### src/rtl/lsu_axi_ctrl.sv
// lsu_axi_ctrl: one AXI4-Lite data-memory access per accepted LSU request, with load extension and store alignment
module lsu_axi_ctrl #(
    parameter int TIMEOUT = 255
) (
    input  logic        clk,
    input  logic        rst,
    input  logic        valid_i,
    output logic        ready_o,
    input  logic [1:0]  inst_type_i,
    input  logic [2:0]  lsu_op_i,
    input  logic [31:0] araddr_i,
    input  logic [31:0] roff_i,
    input  logic [31:0] awaddr_i,
    input  logic [31:0] wdata_i,
    input  logic [7:0]  wstrb_i,
    output logic        valid_o,
    input  logic        ready_i,
    output logic [31:0] rdata_o,
    output logic        err_o,
    output logic        arvalid_o,
    input  logic        arready_i,
    output logic [31:0] araddr_o,
    input  logic        rvalid_i,
    output logic        rready_o,
    input  logic [31:0] rdata_i,
    input  logic [1:0]  rresp_i,
    output logic        awvalid_o,
    input  logic        awready_i,
    output logic [31:0] awaddr_o,
    output logic        wvalid_o,
    input  logic        wready_i,
    output logic [31:0] wdata_o,
    output logic [3:0]  wstrb_o,
    input  logic        bvalid_i,
    output logic        bready_o,
    input  logic [1:0]  bresp_i
);
    // inst_type: 1 = load, 2 = store, anything else is a non-memory op
    localparam logic [1:0] INST_LOAD  = 2'd1;
    localparam logic [1:0] INST_STORE = 2'd2;
    // lsu_op: LB=0 LBU=1 LH=2 LHU=3 LW=4 SB=5 SH=6 SW=7
    localparam logic [2:0] LB  = 3'd0;
    localparam logic [2:0] LBU = 3'd1;
    localparam logic [2:0] LH  = 3'd2;
    localparam logic [2:0] LHU = 3'd3;

    typedef enum logic [2:0] {IDLE, RADDR, RDATA, WREQ, WRESP, DONE} state_t;

    state_t      state;
    logic [31:0] addr, wdata, cnt, shifted, load_val;
    logic [2:0]  op;
    logic [1:0]  roff;
    logic [3:0]  wstrb;
    logic        aw_done, w_done, aw_hs, w_hs, both, advance, busy, expired;
    logic        unused_bits;

    assign unused_bits = ^{roff_i[31:2], wstrb_i[7:4]};

    assign ready_o   = (state == IDLE) && !rst;
    assign valid_o   = state == DONE;
    assign arvalid_o = state == RADDR;
    assign araddr_o  = arvalid_o ? {addr[31:2], 2'b00} : '0;
    assign rready_o  = state == RDATA;
    assign awvalid_o = (state == WREQ) && !aw_done;
    assign wvalid_o  = (state == WREQ) && !w_done;
    assign awaddr_o  = (state == WREQ) ? {addr[31:2], 2'b00} : '0;
    assign wdata_o   = (state == WREQ) ? wdata << {addr[1:0], 3'b000} : '0;
    assign wstrb_o   = (state == WREQ) ? wstrb : '0;
    assign bready_o  = state == WRESP;

    assign aw_hs   = awvalid_o && awready_i;
    assign w_hs    = wvalid_o && wready_i;
    assign both    = (aw_done || aw_hs) && (w_done || w_hs);
    assign busy    = state inside {RADDR, RDATA, WREQ, WRESP};
    assign advance = (state == RADDR && arready_i) || (state == RDATA && rvalid_i) ||
                     (state == WREQ && both) || (state == WRESP && bvalid_i);
    assign expired = (TIMEOUT != 0) && (cnt == 32'(TIMEOUT - 1));

    // Load data: bring the addressed byte/half down to bit 0, then extend per op
    always_comb begin
        shifted  = rdata_i >> {roff, 3'b000};
        load_val = op == LB  ? {{24{shifted[7]}}, shifted[7:0]} :
                   op == LBU ? {24'b0, shifted[7:0]} :
                   op == LH  ? {{16{shifted[15]}}, shifted[15:0]} :
                   op == LHU ? {16'b0, shifted[15:0]} : shifted;
    end

    // Request sequencer; a stalled handshake past TIMEOUT cycles aborts to DONE with an error
    always_ff @(posedge clk or posedge rst) begin
        if (rst) begin
            state   <= IDLE;
            cnt     <= '0;
            op      <= '0;
            roff    <= '0;
            addr    <= '0;
            wdata   <= '0;
            wstrb   <= '0;
            aw_done <= 1'b0;
            w_done  <= 1'b0;
            rdata_o <= '0;
            err_o   <= 1'b0;
        end else begin
            cnt <= (busy && !advance) ? cnt + 32'd1 : '0;
            case (state)
                IDLE: if (valid_i) begin
                    op      <= lsu_op_i;
                    roff    <= roff_i[1:0];
                    addr    <= (inst_type_i == INST_LOAD) ? araddr_i : awaddr_i;
                    wdata   <= wdata_i;
                    wstrb   <= wstrb_i[3:0];
                    aw_done <= 1'b0;
                    w_done  <= 1'b0;
                    rdata_o <= '0;
                    err_o   <= 1'b0;
                    state   <= (inst_type_i == INST_LOAD) ? RADDR : (inst_type_i == INST_STORE) ? WREQ : DONE;
                end
                RADDR: if (arready_i) state <= RDATA;
                RDATA: if (rvalid_i) begin
                    rdata_o <= load_val;
                    err_o   <= rresp_i != 2'b00;
                    state   <= DONE;
                end
                WREQ: begin
                    aw_done <= aw_done || aw_hs;
                    w_done  <= w_done || w_hs;
                    if (both) state <= WRESP;
                end
                WRESP: if (bvalid_i) begin
                    err_o <= bresp_i != 2'b00;
                    state <= DONE;
                end
                DONE: if (ready_i) state <= IDLE;
                default: state <= IDLE;
            endcase
            if (busy && !advance && expired) begin
                state   <= DONE;
                rdata_o <= '0;
                err_o   <= 1'b1;
            end
        end
    end
endmodule

### config.mk
export PLATFORM = sky130hd
export DESIGN_NAME = lsu_axi_ctrl
export DESIGN_NICKNAME = d
export VERILOG_FILES = /design/src/rtl/lsu_axi_ctrl.sv
export SDC_FILE = /design/constraint.sdc
export NUM_CORES = 1
export LEC_CHECK = 0
export ABC_AREA = 1
export BUFFER_PORTS_ARGS = -buffer_cell sky130_fd_sc_hd__buf_2
export CAP_MARGIN = 20
export CORE_MARGIN = 2
export CORE_UTILIZATION = 40
export DETAILED_ROUTE_END_ITERATION = 12
export GPL_TIMING_DRIVEN = 0
export PLACE_DENSITY_LB_ADDON = 0.15
export SYNTH_ARGS = -nofsm -noshare
export SYNTH_HDL_FRONTEND = slang
export SYNTH_SLANG_ARGS = --single-unit
### constraint.sdc
create_clock -name clk -period 13.9 [get_ports clk]
set_input_delay 2.78 -clock clk [delete_from_list [all_inputs] [get_ports clk]]
set_output_delay 2.78 -clock clk [all_outputs]
set_load 0.1 [all_outputs]
# After elaboration in Yosys (flattened, before gate mapping)
# Cells that the tools add are included.
# op_classes
n_addsub	1
multipliers	0
div_mod_pow	0
magnitude_cmp	0
n_eq_ne	18
shifts	2
n_mux	31
bitwise	0
reduce_logical	34
# ops
op	count
two-way mux 32 bit	12
case mux 32 bit (2 select lines)	1
adder 32 x 1 -> 32 bit, second input constant	1
== test 32 x 8 -> 1 bit, second input constant	1
<< shifter 32 x 5 -> 32 bit	1
right shift 32 x 5 -> 32 bit	1
two-way mux 3 bit	9
case mux 3 bit (6 select lines)	1
== test 3 x 2 -> 1 bit, second input constant	4
logical AND 1 bit	12
inequality test 3 x 2 -> 1 bit, second input constant	4
nonzero test 4 bit	2
== test 3 x 1 -> 1 bit, second input constant	2
== test 3 bit, second input constant	2
zero test 3 bit	2
inequality test 3 x 1 -> 1 bit, second input constant	2
AND reduction 6 bit	1
nonzero test 2 bit	3
logical OR 1 bit	5
zero test 1 bit	4
two-way mux 1 bit	4
two-way mux 4 bit	1
case mux 1 bit (2 select lines)	2
AND reduction 2 bit	2
7 further kinds	7
# word_totals
reg_bits	143
latch_bits	0
mem_bits_rw	0
rom_bits	0
in_bits	186
output_inout_bits	140
wordCells	97
n_memories	0

# Longest topological paths before layout
# depth
depth_word	13
depth_mapped	12
ltp_nobuf	12

# Worst setup path before layout
# OpenSTA, ideal clock, no wires.
# synth_timing
path_type	input -> output
startpoint	in rst
endpoint	out ready_o
arrival_time_ns	4.033
t_required_ns	11.120
path_slack_ns	7.087
cell_stages	1
n_path_buf	0
path_cell_list	nor2_1
# synth_via
elab_chain_len	2
# synth_rtl
item	line_no	text
start, declared	6	input logic rst,
zero test 1 bit (no source line)	--	
logical AND 1 bit	59	assign ready_o = (state == IDLE) && !rst;
end, declared	8	output logic ready_o,
# No other way between the ends.

# Worst setup path in the final report
# Same ends and word-level chain as after synthesis.

==> flow_summary.toml <==
[run_status]
status = "finished, final reports clean"

[cells_and_area]
final_cell_mix = "nand2_1 (330), buf_2 (304), nor2_1 (191)"
area_growth_syn_to_layout_pct = 28.5
drive_gt1_share_pct = 24.6
fill_cells = 2171
final_common_cell = "nand2_1"
final_net_count = 1744
stdcell_area_sq_mm = 0.0111
instances_no_fill = 1846

[critical_path]
end_kind = "output pin"
worstPathRequired_ns = 11.12
path_class = "in -> out"
arrival_ns = 3.45
crit_fanout = 2
r2r_start = "cnt[0]$_DFF_PP0_"
setup.worst_path.start_class = "input pin"
r2r-end = "cnt[30]$_DFF_PP0_"
reg2reg_slack_ns = 11.86
r2r_cells = 10

[power]
leakagePower_nw = 5.83
combPwrFrac_pct = 56.3
p_sw_mw = 1.42
p_int_mw = 1.14
vdd_drop_max_uv = 123
p_seq_share_pct = 24.7
pwr-share-clk_pct = 19.0
powerDensity_mw_per_mm2 = 232
p_sw_share_pct = 55.4

[sta]
drv_slew = 0
fin_ws_ns = 7.67
whs_ns = 0.485
rsz0062_at_grt = "false"
worstMarginPinSlew_ns = 0.676
max_freq_ghz = 0.160
fin_tns_setup_ns = 0
setup_viol = 0
period_share_pct = 44.8
relSlewSlack_pct = 54.9
post-route-min-period_ns = 6.23
finalHoldViolCount = 0
finClkSkew_ns = 0.0118

[placed_design]
placed_cell_area_sq_mm = 0.0104
hpwl_mm = 23.2
place_ws_ns = 7.66
placedCellCount = 1810
gp_congestion = 0.952
port-buffer-count = 287

[logic_synthesis]
netlist_area_sq_mm = 0.00861
yosys.cell_types.count = 37
ys_warn_count = 0
synth_seq_cells = 143
ys_async_sr_fraction_pct = 100
synth_edf_count = 0
ys_seq_area_share_pct = 41.6
synthCells = 1244
synth_area_per_cell_sq_um = 6.92
ys.flop_type = "dfrtp_1"

[floorplan]
die_w_microns = 151
fp-row-count = 53
die-area_sq_mm = 0.0227
die_h_microns = 151
start_util_pct = 40.8
coreArea_sq_mm = 0.0211
io_pins = 326

[global_route]
grt_pass1_vias = 8786
overflow = 0
grt.total_usage_pct = 26.1
grt_pass1_wl_mm = 45.7
antenna_found_initial = 6
grt_max_degree = 91

[cts]
cts_setup_buffers = 0
cts_htree_levels = 4
numCtsBuffers = 17
clk_pin_slew_worst_paths_ns = 0.06
clkSinkCount = 143
clock_path_buffers = 2
cts_tree = "done"
postCtsHoldBufs = 0
cts_resized = 0
cts_root_buf = "clkbuf_16"
insertion_delay_ns = 0.43

[routing]
detail-route-antenna-nets = 0
vias = 9136
route.detailed.drc = 0
drt-initial-drc-count = 567
routed_wl_mm = 29.5
wl_per_cell_microns = 16.0
dr.pass1.iters = 7
via_per_inst = 4.95

[worst_hold_path]
hold_class = "reg -> reg"
min_from = "wdata[31]$_DFFE_PP0P_"
hold_end = "wdata[31]$_DFFE_PP0P_"
holdPathStages = 2

[flow_run]
maxCapViolations = 0
## logic make-up after synthesis
group                    Yosys count  share of synthesized area, %
AO/OA/AOI/OAI                    225                          15.5
XOR/XNOR                          16                          1.63
flip-flops                       143                          41.6
buffers and inverters            234                          11.1
AND/OR/NAND/NOR                  621                          29.5
other                              1                        0.0436
adder cells (fa/ha/maj)            4                         0.581
## stage by stage
step	utilization, %	total power, mW
after floorplan	-	1.76
after global placement	49.3	2.06
after detailed placement	49.5	2.07
after CTS	52.4	2.56
after global routing	52.4	2.72
final	52.4	2.56
## power by group through the flow
stage / registers [mW] / logic [mW] / clock network, mW
floorplan: 0.876 / 0.879 / 0
global placement: 0.635 / 1.42 / 0
detailed placement: 0.638 / 1.44 / 0
CTS: 0.632 / 1.44 / 0.492
global route: 0.648 / 1.56 / 0.508
finish: 0.633 / 1.44 / 0.487
## per-layer routing
metal  GRT usage (%)  up-vias  wire, microns
li1                -     4556              -
met1            34.0     4191          12700
met2            43.3      342          14200
met3            6.39       41           2140
met4            7.43        6            490
met5               0        -             41
## worst max-delay path by stage
| stage | from | slack (ns) | to | cells past startpoint |
|---|---|---|---|---|
| finish | rst | 7.67 | ready_o | 3 |
| global route | rst | 7.63 | ready_o | 3 |
| CTS | rst | 7.66 | ready_o | 3 |
| detailed placement | rst | 7.66 | ready_o | 3 |
| global placement | rst | 5.44 | cnt[10]$_DFF_PP0_ | 2 |
| floorplan | rst | 7.09 | ready_o | 1 |
## area by class of cell
class                      instances  area, sq um  share of cell area (%)
antenna                            4         10.0                  0.0905
buffer                            69          340                    3.08
clock buffer                      20          457                    4.13
clock inverter                    12          159                    1.44
inverter                         165          624                    5.65
multi-input combinational        870         4080                    36.9
sequential                       143         3580                    32.4
tap                              275          344                    3.11
timing repair buffer             288         1460                    13.2
## worst max-delay path, stage by stage
cell,delay (ns)
buf_2,0.13
nor2_1,0.11
buf_2,0.43
## cell usage after synthesis, types with 3 or more instances
cell type  instances  area, sq um
nor3_1            25          125
nand2_1          330         1240
a21oi_2           15          131
buf_2             17         85.1
inv_1            157          589
nand3_1           54          270
a21o_1             3         22.5
xnor2_1            3         26.3
dfrtp_1          143         3580
o21ai_0          125          626
clkbuf_1          37          139
xor2_1            13          114
nand4_1            4         25.0
o31ai_1            7         52.6
nor2_2             4         25.0
nor2_1           191          717
buf_4             12         90.1
a21oi_1           20          100
ha_1               4         50.1
o211ai_1          32          240
a211oi_1          15          113
inv_2              6         22.5
a31oi_1            8         50.1
## sequential cells by signal, summed over array words and instances (netlist names)
name,cells
wdata,32
addr,32
wstrb,4
op,3
rdata_o,32
w_done,1
cnt,32
state,3
err_o,1
roff,2
aw_done,1
Power figures use the tool's default switching activity.
